===== config.mk =====
export PLATFORM = sky130hd
export DESIGN_NAME = switch_debouncer
export DESIGN_NICKNAME = d
export VERILOG_FILES = /design/src/rtl/switch_debouncer.sv
export SDC_FILE = /design/constraint.sdc
export NUM_CORES = 1
export LEC_CHECK = 0
export ABC_AREA = 1
export CORE_MARGIN = 1
export CORE_UTILIZATION = 58
export DETAILED_ROUTE_END_ITERATION = 8
export PLACE_DENSITY = 0.83
export SYNTH_ARGS = -nofsm -noshare
export SYNTH_HDL_FRONTEND = slang
export SYNTH_SLANG_ARGS = --single-unit

===== constraint.sdc =====
create_clock -name CLOCK_50 -period 4.75 [get_ports CLOCK_50]
set_input_delay 0.95 -clock CLOCK_50 [delete_from_list [all_inputs] [get_ports CLOCK_50]]
set_output_delay 0.95 -clock CLOCK_50 [all_outputs]
set_load 0.01 [all_outputs]

===== src/rtl/switch_debouncer.sv =====
// Switch debouncer: two-flop synchronizer followed by a four-state qualifier.
// Clean changes only after the synchronized input has held a new level for
// STABLE_CYCLES consecutive qualifier cycles. Rise and Fall are one-cycle
// strobes that accompany each accepted change of Clean.
//
// Handshake: this block has no valid/ready interface. Raw is sampled on every
// clock edge. Rise and Fall are single-cycle strobes that the consumer must
// accept in the cycle they are high. They are never held waiting for an
// acknowledge.
module switch_debouncer #(
  parameter int STABLE_CYCLES = 1000000,
  parameter int CNT_W         = 20
) (
  input  logic       CLOCK_50,
  input  logic       Reset,
  input  logic       Raw,
  output logic       Clean,
  output logic       Rise,
  output logic       Fall,
  output logic       Busy,
  output logic [1:0] o_dbg_state
);

  typedef enum logic [1:0] {
    IDLE_LOW  = 2'd0,
    WAIT_HIGH = 2'd1,
    IDLE_HIGH = 2'd2,
    WAIT_LOW  = 2'd3
  } state_t;

  // Terminal count: the qualifying sample is the one seen while cnt holds this value.
  localparam logic [CNT_W-1:0] LAST = CNT_W'(STABLE_CYCLES - 1);
  localparam logic [CNT_W-1:0] ONE  = CNT_W'(1);

  state_t           r_state;
  logic [CNT_W-1:0] r_cnt;
  logic             r_s1;
  logic             r_s2;
  logic             r_clean;
  logic             r_rise;
  logic             r_fall;
  logic             r_busy;

  // Synchronizer, qualification FSM and registered outputs in one clocked process.
  always_ff @(posedge CLOCK_50) begin
    if (Reset) begin
      r_s1    <= 1'b0;
      r_s2    <= 1'b0;
      r_state <= IDLE_LOW;
      r_cnt   <= '0;
      r_clean <= 1'b0;
      r_rise  <= 1'b0;
      r_fall  <= 1'b0;
      r_busy  <= 1'b0;
    end else begin
      r_s1   <= Raw;
      r_s2   <= r_s1;
      r_rise <= 1'b0;
      r_fall <= 1'b0;
      case (r_state)
        IDLE_LOW: begin
          if (r_s2) begin
            r_state <= WAIT_HIGH;
            r_cnt   <= '0;
            r_busy  <= 1'b1;
          end
        end
        WAIT_HIGH: begin
          if (!r_s2) begin
            // Bounce: drop the candidate, qualification restarts from zero.
            r_state <= IDLE_LOW;
            r_busy  <= 1'b0;
          end else if (r_cnt == LAST) begin
            r_state <= IDLE_HIGH;
            r_clean <= 1'b1;
            r_rise  <= 1'b1;
            r_busy  <= 1'b0;
          end else begin
            // Never reaches past LAST, so the counter cannot wrap.
            r_cnt <= r_cnt + ONE;
          end
        end
        IDLE_HIGH: begin
          if (!r_s2) begin
            r_state <= WAIT_LOW;
            r_cnt   <= '0;
            r_busy  <= 1'b1;
          end
        end
        WAIT_LOW: begin
          if (r_s2) begin
            r_state <= IDLE_HIGH;
            r_busy  <= 1'b0;
          end else if (r_cnt == LAST) begin
            r_state <= IDLE_LOW;
            r_clean <= 1'b0;
            r_fall  <= 1'b1;
            r_busy  <= 1'b0;
          end else begin
            r_cnt <= r_cnt + ONE;
          end
        end
        default: begin
          r_state <= IDLE_LOW;
          r_busy  <= 1'b0;
        end
      endcase
    end
  end

  assign Clean       = r_clean;
  assign Rise        = r_rise;
  assign Fall        = r_fall;
  assign Busy        = r_busy;
  assign o_dbg_state = r_state;

endmodule


# [Word-level counts from Yosys, hierarchy flattened]
# Index checks and enable logic that the tools add are counted.
[word_totals] ff_bits=28 latch_bits=0 ram_bits=0 mem_bits_ro=0 input_bits=3 output_inout_bits=6 word_cells=57 n_memories=0
[classes] add_sub_neg=1 mul=0 div_mod_pow=0 order_cmp=0 eq_ne=12 n_shift=0 mux=25 n_bitwise=3 reduce_logical=8
[ops] op="20-bit two-way mux" count=5
[ops] op="20-bit one-hot mux with 4 select lines" count=1
[ops] op="20-bit by 1-bit adder with 20-bit output, second input constant" count=1
[ops] op="20-bit == test, second input constant" count=1
[ops] op="2-bit two-way mux" count=6
[ops] op="2-bit != test, second input constant" count=6
[ops] op="1-bit two-way mux" count=10
[ops] op="2-bit one-hot mux with 4 select lines" count=1
[ops] op="4-bit AND reduction" count=2
[ops] op="3-bit != test, second input constant" count=2
[ops] op="3-bit OR reduction" count=2
[ops] op="5-bit AND reduction" count=1
[ops] op="2-bit == test, second input constant" count=2
[ops] op="1-bit one-hot mux with 4 select lines" count=1
[ops] op="1-bit NOT" count=3
[ops] op="2-bit by 1-bit == test with 1-bit output, second input constant" count=1
[ops] op="2-bit logical NOT" count=1
[ops] op="1-bit one-hot mux with 2 select lines" count=1
[ops] op="2-bit AND reduction" count=1
[ops] op="2-bit nonzero test" count=1

# [Logic depth before layout (Yosys ltp)]
# Gate-level depths: netlist (run 1).
[depth] depth_word=4 ltp_mapped=10 mapped_depth_nobuf=10

# [Least setup slack after synthesis (run 1)]
# OpenSTA, ideal clock, no wires.
[synth_path] kind="in2reg" startpoint="input port Reset" endpoint="register r_cnt[2]" setup_ps=122 arrival_time_ps=1503 required_time_ps=4628 setup_slack_ps=3125 cell_stages=5 n_path_buf=2 path_cell_list="clkbuf_1 > inv_1 > buf_2 > o21ai_0 > a21oi_2"
[synth_lines] element="start, declared" line="15" text="input logic Reset,"
[synth_lines] element="end signal, assigned" line="80" text="r_cnt <= r_cnt + ONE;"
[synth_lines] element="end signal, assigned" line="100" text="r_cnt <= r_cnt + ONE;"
[synth_lines] element="end, declared" line="36" text="logic [CNT_W-1:0] r_cnt;"

# [Final worst setup path (run 1)]
[layout_path] startpoint="register r_state[0] (netlist: o_dbg_state[0])" endpoint="output port o_dbg_state[0]"
[layout_lines] element="start, declared" line="35" text="state_t r_state;"
[layout_lines] element="start signal, assigned" line="49" text="r_state <= IDLE_LOW;"
[layout_lines] element="start signal, assigned" line="63" text="r_state <= WAIT_HIGH;"
[layout_lines] element="start signal, assigned" line="71" text="r_state <= IDLE_LOW;"
[layout_lines] element="end, declared" line="21" text="output logic [1:0] o_dbg_state"
# No word-level cell between the ends.

==> results of run 1 <==
[power by group through the flow]
stage,registers [mW],clock network (mW),logic (mW)
after floorplan,0.243,0,0.0132
after global placement,0.243,0,0.0177
after detailed placement,0.243,0,0.0179
after CTS,0.238,0.162,0.0179
after global routing,0.238,0.170,0.0201
final,0.238,0.160,0.0181
[flip-flops by register name (all words and copies together) (netlist names), named ones only]
| register | count |
|---|---|
| o_dbg_state | 1 |
| Fall | 1 |
| r_s2 | 1 |
| Rise | 1 |
| Clean | 1 |
| r_cnt | 20 |
| Busy | 1 |
| r_s1 | 1 |
[path summary, 6_finish.rpt]
| kind | start | endpoint | slack [ns] | depth (start not counted) |
|---|---|---|---|---|
| hold reg to reg | r_s1 | r_s2 | 0.43 | 2 |
| hold / removal | r_s1 | r_s2 | 0.43 | 2 |
| setup / recovery | o_dbg_state[0] | o_dbg_state[0] | 2.26 | 1 |
| setup reg to reg | r_cnt[0] | r_cnt[6] | 2.67 | 9 |
[kinds of logic after synthesis]
family | share of synthesized area
adders and majority gates | 0.007557
buffers and inverters | 0.1187
DFF | 0.3386
AOI/OAI and AO/OA | 0.09599
xor gates and xnor gates | 0.02645
and+or+nand+nor | 0.4127
[cells in the mapped netlist]
cell      number  area [um2]
nand4_1        7       43.79
nor3_1         4       20.02
xor2_1         5       43.79
nor2_1        51       191.4
buf_2          4       20.02
buf_6          1       11.26
nor3_4         1       16.27
and2_1         1       6.260
ha_1           1       12.51
dfxtp_1       28       560.5
nand2_1       69       259.0
nor3b_1        1       7.510
a21oi_2        1       8.760
buf_8          1       15.01
clkbuf_1       2       7.510
inv_1         37       138.9
nand2_4        1       11.26
a21oi_1       17       85.08
nand3_4        1       17.52
nand3_1       22       110.1
o21ai_0       13       65.06
inv_2          1       3.750
[per-stage QoR]
stage,instances,hold slack [ns],utilization,setup WS (ns)
after global placement,301,0.3939,0.6320,2.207
final,305,0.4329,0.6513,2.256
after CTS,305,0.4367,0.6513,2.243
after global routing,305,0.4671,0.6513,2.200
after floorplan,269,0.3883,-,3.125
after detailed placement,301,0.4145,0.6320,2.184
[metal layers]
metal	track usage	up-vias
li1	-	857
met1	0.3594	774
met2	0.4492	79
met3	0.04918	10
met4	0.1036	0
met5	0	-
[cell type report]
class                   count  area, um2
repair buffers              9      87.58
clock buffers               3      22.52
fillers                   252      953.4
flip-flops and latches     28      560.5
inverters                  38      142.6
multi-input cells         195      898.4
clock inverters             1      30.03
well taps                  31      38.79
==> run_results.csv, run 1 <==
group,metric,value,unit
outcome,run_status,"completed",
synthesis,synthesis.instances,269,
synthesis,mappedNetlistArea,0.001655,mm2
clocking,clockRootBuffer,"clkbuf_4",
power,peakVddDrop,0.0002786,V
routing,top_signal_layer_used,"met4",
die,boundaryPins,9,
layout,postLayoutCellArea,0.001780,mm2
layout,finalNetCount,279,
synthesis,postSynthRegisterBits,28,
power,power.switching,88.42,uW
power,clock_power_share,0.384,
power,power.density_cell_area,233.8,mW/mm2
critical_path,start_kind,"register",
sta,worst-slew-pin-transition,0.6205,ns
critical_path,slowest_delay,0.62,ns
global_routing,track_usage,0.2743,
global_routing,grt_overflow,0,
critical_path,timing.critical_path.arrival,1.54,ns
routing,vias_per_cell,5.639,
layout,syn_to_final_growth,7.559,%
die,die-height,55.43,um
sta,report.final.hold_viol_count,0,
clocking,numCtsBuffers,3,
placed_design,post_dp_cell_area,0.001728,mm2
power,sw_frac_of_total,0.2124,
clocking,cts_repair_resize_count,0,
critical_path,worst-path-buf-inv,1,
sta,layout_worst_path_cycle_share,0.5250,
die,die_width,55.43,um
sta,post_layout_minimum_cycle_time,2.494,ns
critical_path,cp_data_required_time,3.80,ns
routing,met2_wirelength,1899,um
critical_path,critical-path-top-delay-family,"buffers and inverters",
clocking,clk_transition_reported_paths,0.16,ns
hold_path,worstHoldPathType,"reg -> reg",
routing,number_of_remaining_drc_errors,0,
die,core,0.002734,mm2
global_routing,grt_first_pass_wirelength,6831,um
layout,layout.cells.most_common,"nand2_1",
routing,totalWireLength,4011,um
clocking,postCtsSetupBuffers,0,
sta,final.setup.tns,0,ns
clocking,cts_tree,"yes",
placed_design,port-buffer-count,8,
synthesis,post_syn_nets,273,
routing,wl_met1,1732,um
clocking,holdBufCountCts,0,
synthesis,ys_seq_area_frac,0.3386,
critical_path,worstSetupEndpointType,"output port",
sta,worst_clock_skew_on_the_final_layout,0.003152,ns
global_routing,first_global_vias,1612,
clocking,clk-insertion-delay-late,0.33,ns
critical_path,path_max_fanout,10,
critical_path,critPathKind,"reg -> out",
routing,antenna_left,0,
sta,rsz0062_at_grt,"false",
placed_design,gp_congestion,0.9195,
synthesis,count_of_warnings_emitted_by_yosys,0,
power,seqPwrFrac,0.572,
clocking,clock_tree.htree_level_count,1,
die,core.rowCount,19,
layout,final_layout_size_suffix_gt1_frac,0.03650,
routing,first_iter_violations,110,
routing,route.met3.wl,288,um
layout,mostFrequentLayoutCells,"69 x nand2_1, 51 x nor2_1, 37 x inv_1, 28 x dfxtp_1, 22 x nand3_1",
power,power.share.combinational,0.044,
flow_run,max-cap-violations,0,
clocking,clock_path_buffers,2,
layout,n_antenna_cell,0,
sta,slew_viol_final,0,
synthesis,yosys.cell_types.count,22,
critical_path,slowest_stage,"clkdlybuf4s50_1",
power,total_power,416.4,uW
sta,fmax,0.4010,GHz
die,die_footprint,0.003072,mm2
global_routing,antenna_found_initial,0,
sta,worst_slew_margin_rel,0.5850,
power,cell_internal_pwr,327.9,uW
power,static-leakage-power,0.6991,nW
critical_path,cp_cell_sequence,"clkdlybuf4s50_1",
synthesis,postSynthAreaPerCell,6.154,um2
clocking,cts_num_sinks,28,
placed_design,dp_hpwl,2847,um
sta,setup_viol,0,
die,initial_core_util,0.6055,
routing,wire_per_inst,13.15,um
routing,vias,1720,
global_routing,grt_max_degree,19,
routing,drt_first_pass_iters,7,
No activity file was read; power rests on OpenSTA's default activity.
==> run 2, diff against run 1 <==
Settings changed: CORE_UTILIZATION 58 to 53, PLACE_DENSITY 0.83 to 0.8.
Clock period 4.75 ns to 2.1 ns, I/O delays scaled along.
==> run 2 against run 1 <==
  * Critical path depth up 8
  * Clock power up 120%
  * Wire length down 2.9%
  * Combinational power up 140%
  * Critical path type is now reg -> reg
  * Critical endpoint is now r_cnt[6]
  * Die area up 9.1%
  * Core utilization down 1.9 points
  * Via count down 2.6%
  * Sequential cell count unchanged
  * Highest routed layer unchanged
  * First-iteration DRC count up 55%
==> run_results.csv, run 2 (synthesized netlist as in run 1, its figures left out) <==
group,metric,value,unit
sta,final.setup.tns,0,ns
layout,largest_register_by_flop_count,"r_cnt",
routing,vias,1675,
power,peakVddDrop,0.0004804,V
clocking,cts_repair_resize_count,0,
outcome,run_status,"completed",
critical_path,worstSetupEndpointType,"register",
critical_path,start_kind,"register",
die,initial_core_util,0.5803,
sta,fmax,0.5565,GHz
die,core,0.002853,mm2
critical_path,worst_r2r_path_depth,9,
layout,n_antenna_cell,0,
global_routing,first_global_vias,1453,
clocking,holdBufCountCts,0,
placed_design,port-buffer-count,8,
power,power.density_cell_area,518.4,mW/mm2
layout,largest_register_ff_count,20,
global_routing,antenna_found_initial,0,
clocking,cts_tree,"yes",
die,die_footprint,0.003351,mm2
sta,post_layout_minimum_cycle_time,1.797,ns
die,die_width,57.89,um
critical_path,path_max_fanout,18,
sta,slew_viol_final,0,
hold_path,hold_path_cell_cnt,2,
clocking,clock_path_buffers,2,
clocking,clk_transition_reported_paths,0.15,ns
critical_path,timing.critical_path.arrival,2.09,ns
routing,antenna_left,0,
die,core.rowCount,19,
sta,report.final.hold_viol_count,0,
routing,totalWireLength,3895,um
placed_design,gp_congestion,0.9353,
layout,final_layout_size_suffix_gt1_frac,0.04693,
sta,worst_clock_skew_on_the_final_layout,0.007125,ns
sta,rsz0062_at_grt,"false",
routing,vias_per_cell,5.438,
sta,setup_viol,0,
layout,mostFrequentLayoutCells,"69 x nand2_1, 51 x nor2_1, 37 x inv_1, 28 x dfxtp_1, 22 x nand3_1",
placed_design,dp_hpwl,2830,um
layout,layout.cells.most_common,"nand2_1",
clocking,clk-insertion-delay-late,0.34,ns
routing,wire_per_inst,12.65,um
routing,first_iter_violations,170,
layout,postLayoutCellArea,0.001803,mm2
critical_path,worst_r2r_startpoint,"r_cnt[0]",
critical_path,r2r_end,"r_cnt[6]",
sta,worst-slew-pin-transition,0.3918,ns
global_routing,grt_overflow,0,
layout,syn_to_final_growth,8.919,%
clocking,postCtsSetupBuffers,0,
sta,layout_worst_path_cycle_share,0.8557,
placed_design,post_dp_cell_area,0.001750,mm2
global_routing,track_usage,0.2591,
die,die-height,57.89,um
sta,worst_slew_margin_rel,0.7378,
layout,final_util,0.6320,
hold_path,timing.hold.worst.start,"r_s1",
critical_path,cp_cell_sequence,"ha_1 -> nand3_1 -> nor2_1 -> nand3_4 -> nand2_4 -> inv_1 -> nand2_1 -> nand2_1 -> nor2_1",
global_routing,grt_first_pass_wirelength,6589,um
layout,finalNetCount,282,
hold_path,min_to,"r_s2",
die,boundaryPins,9,
clocking,clockRootBuffer,"clkbuf_4",
sta,whs,0.4160,ns
critical_path,cp_data_required_time,2.39,ns
critical_path,critPathKind,"reg -> reg",
critical_path,r2r_slack,0.30,ns
routing,drt_first_pass_iters,7,
clocking,numCtsBuffers,3,
routing,number_of_remaining_drc_errors,0,
global_routing,grt_max_degree,19,
critical_path,slowest_stage,"dfxtp_1",
critical_path,slowest_delay,0.42,ns
clocking,clock_tree.htree_level_count,1,
clocking,cts_num_sinks,28,
power,static-leakage-power,0.7134,nW
flow_run,max-cap-violations,0,
hold_path,worstHoldPathType,"reg -> reg",
run 2: cell count changes in the layout (fill, tap and decap cells not counted):
| cell | previous run | this run |
|---|---|---|
| buf_4 | 1 | 4 |
run 2: critical path: cells and delay by family, from the launching register on:
kind / cells / cell delay, ns
adder cells (fa/ha/maj): 1 / 0.21
AND/OR/NAND/NOR: 7 / 0.98
buffers and inverters: 1 / 0.14
flip-flops: 1 / 0.42
run 2: metrics by stage:
step	instances	setup slack, ns	power (mW)
after floorplan	269	0.5765	0.5786
after global placement	304	0.4455	0.5922
after detailed placement	304	0.3548	0.5926
after CTS	308	0.3184	0.9450
after global routing	308	0.07805	0.9833
final	308	0.3031	0.9347
run 2: how the worst max path moves through the flow:
stage                    end  slack [ns]  startpoint
detailed placement  r_cnt[6]        0.35    r_cnt[0]
CTS                 r_cnt[6]        0.32    r_cnt[0]
global placement    r_cnt[7]        0.45    r_cnt[0]
floorplan           r_cnt[2]        0.58    r_cnt[0]
global route        r_cnt[7]        0.08    r_cnt[1]
finish              r_cnt[6]        0.30    r_cnt[0]
run 2: routing by layer:
layer	GRT usage	up-vias	wire length (um)
li1	-	864	-
met1	0.3569	747	1859
met2	0.4105	53	1718
met3	0.04911	11	257
met4	0.08163	0	59
met5	0	-	0
run 2: layout make-up:
class | instances | area [um2]
clock inverters | 1 | 30.03
well taps | 31 | 38.79
inverters | 38 | 142.6
multi-input cells | 195 | 898.4
clock buffers | 3 | 22.52
repair buffers | 12 | 110.1
flip-flops and latches | 28 | 560.5
fillers | 284 | 1050
run 2: power by group:
group          internal [mW]  leakage (nW)  switching [mW]
combinational         0.0155         0.459          0.0287
clock                  0.193        0.0279           0.160
sequential             0.535         0.226         0.00231
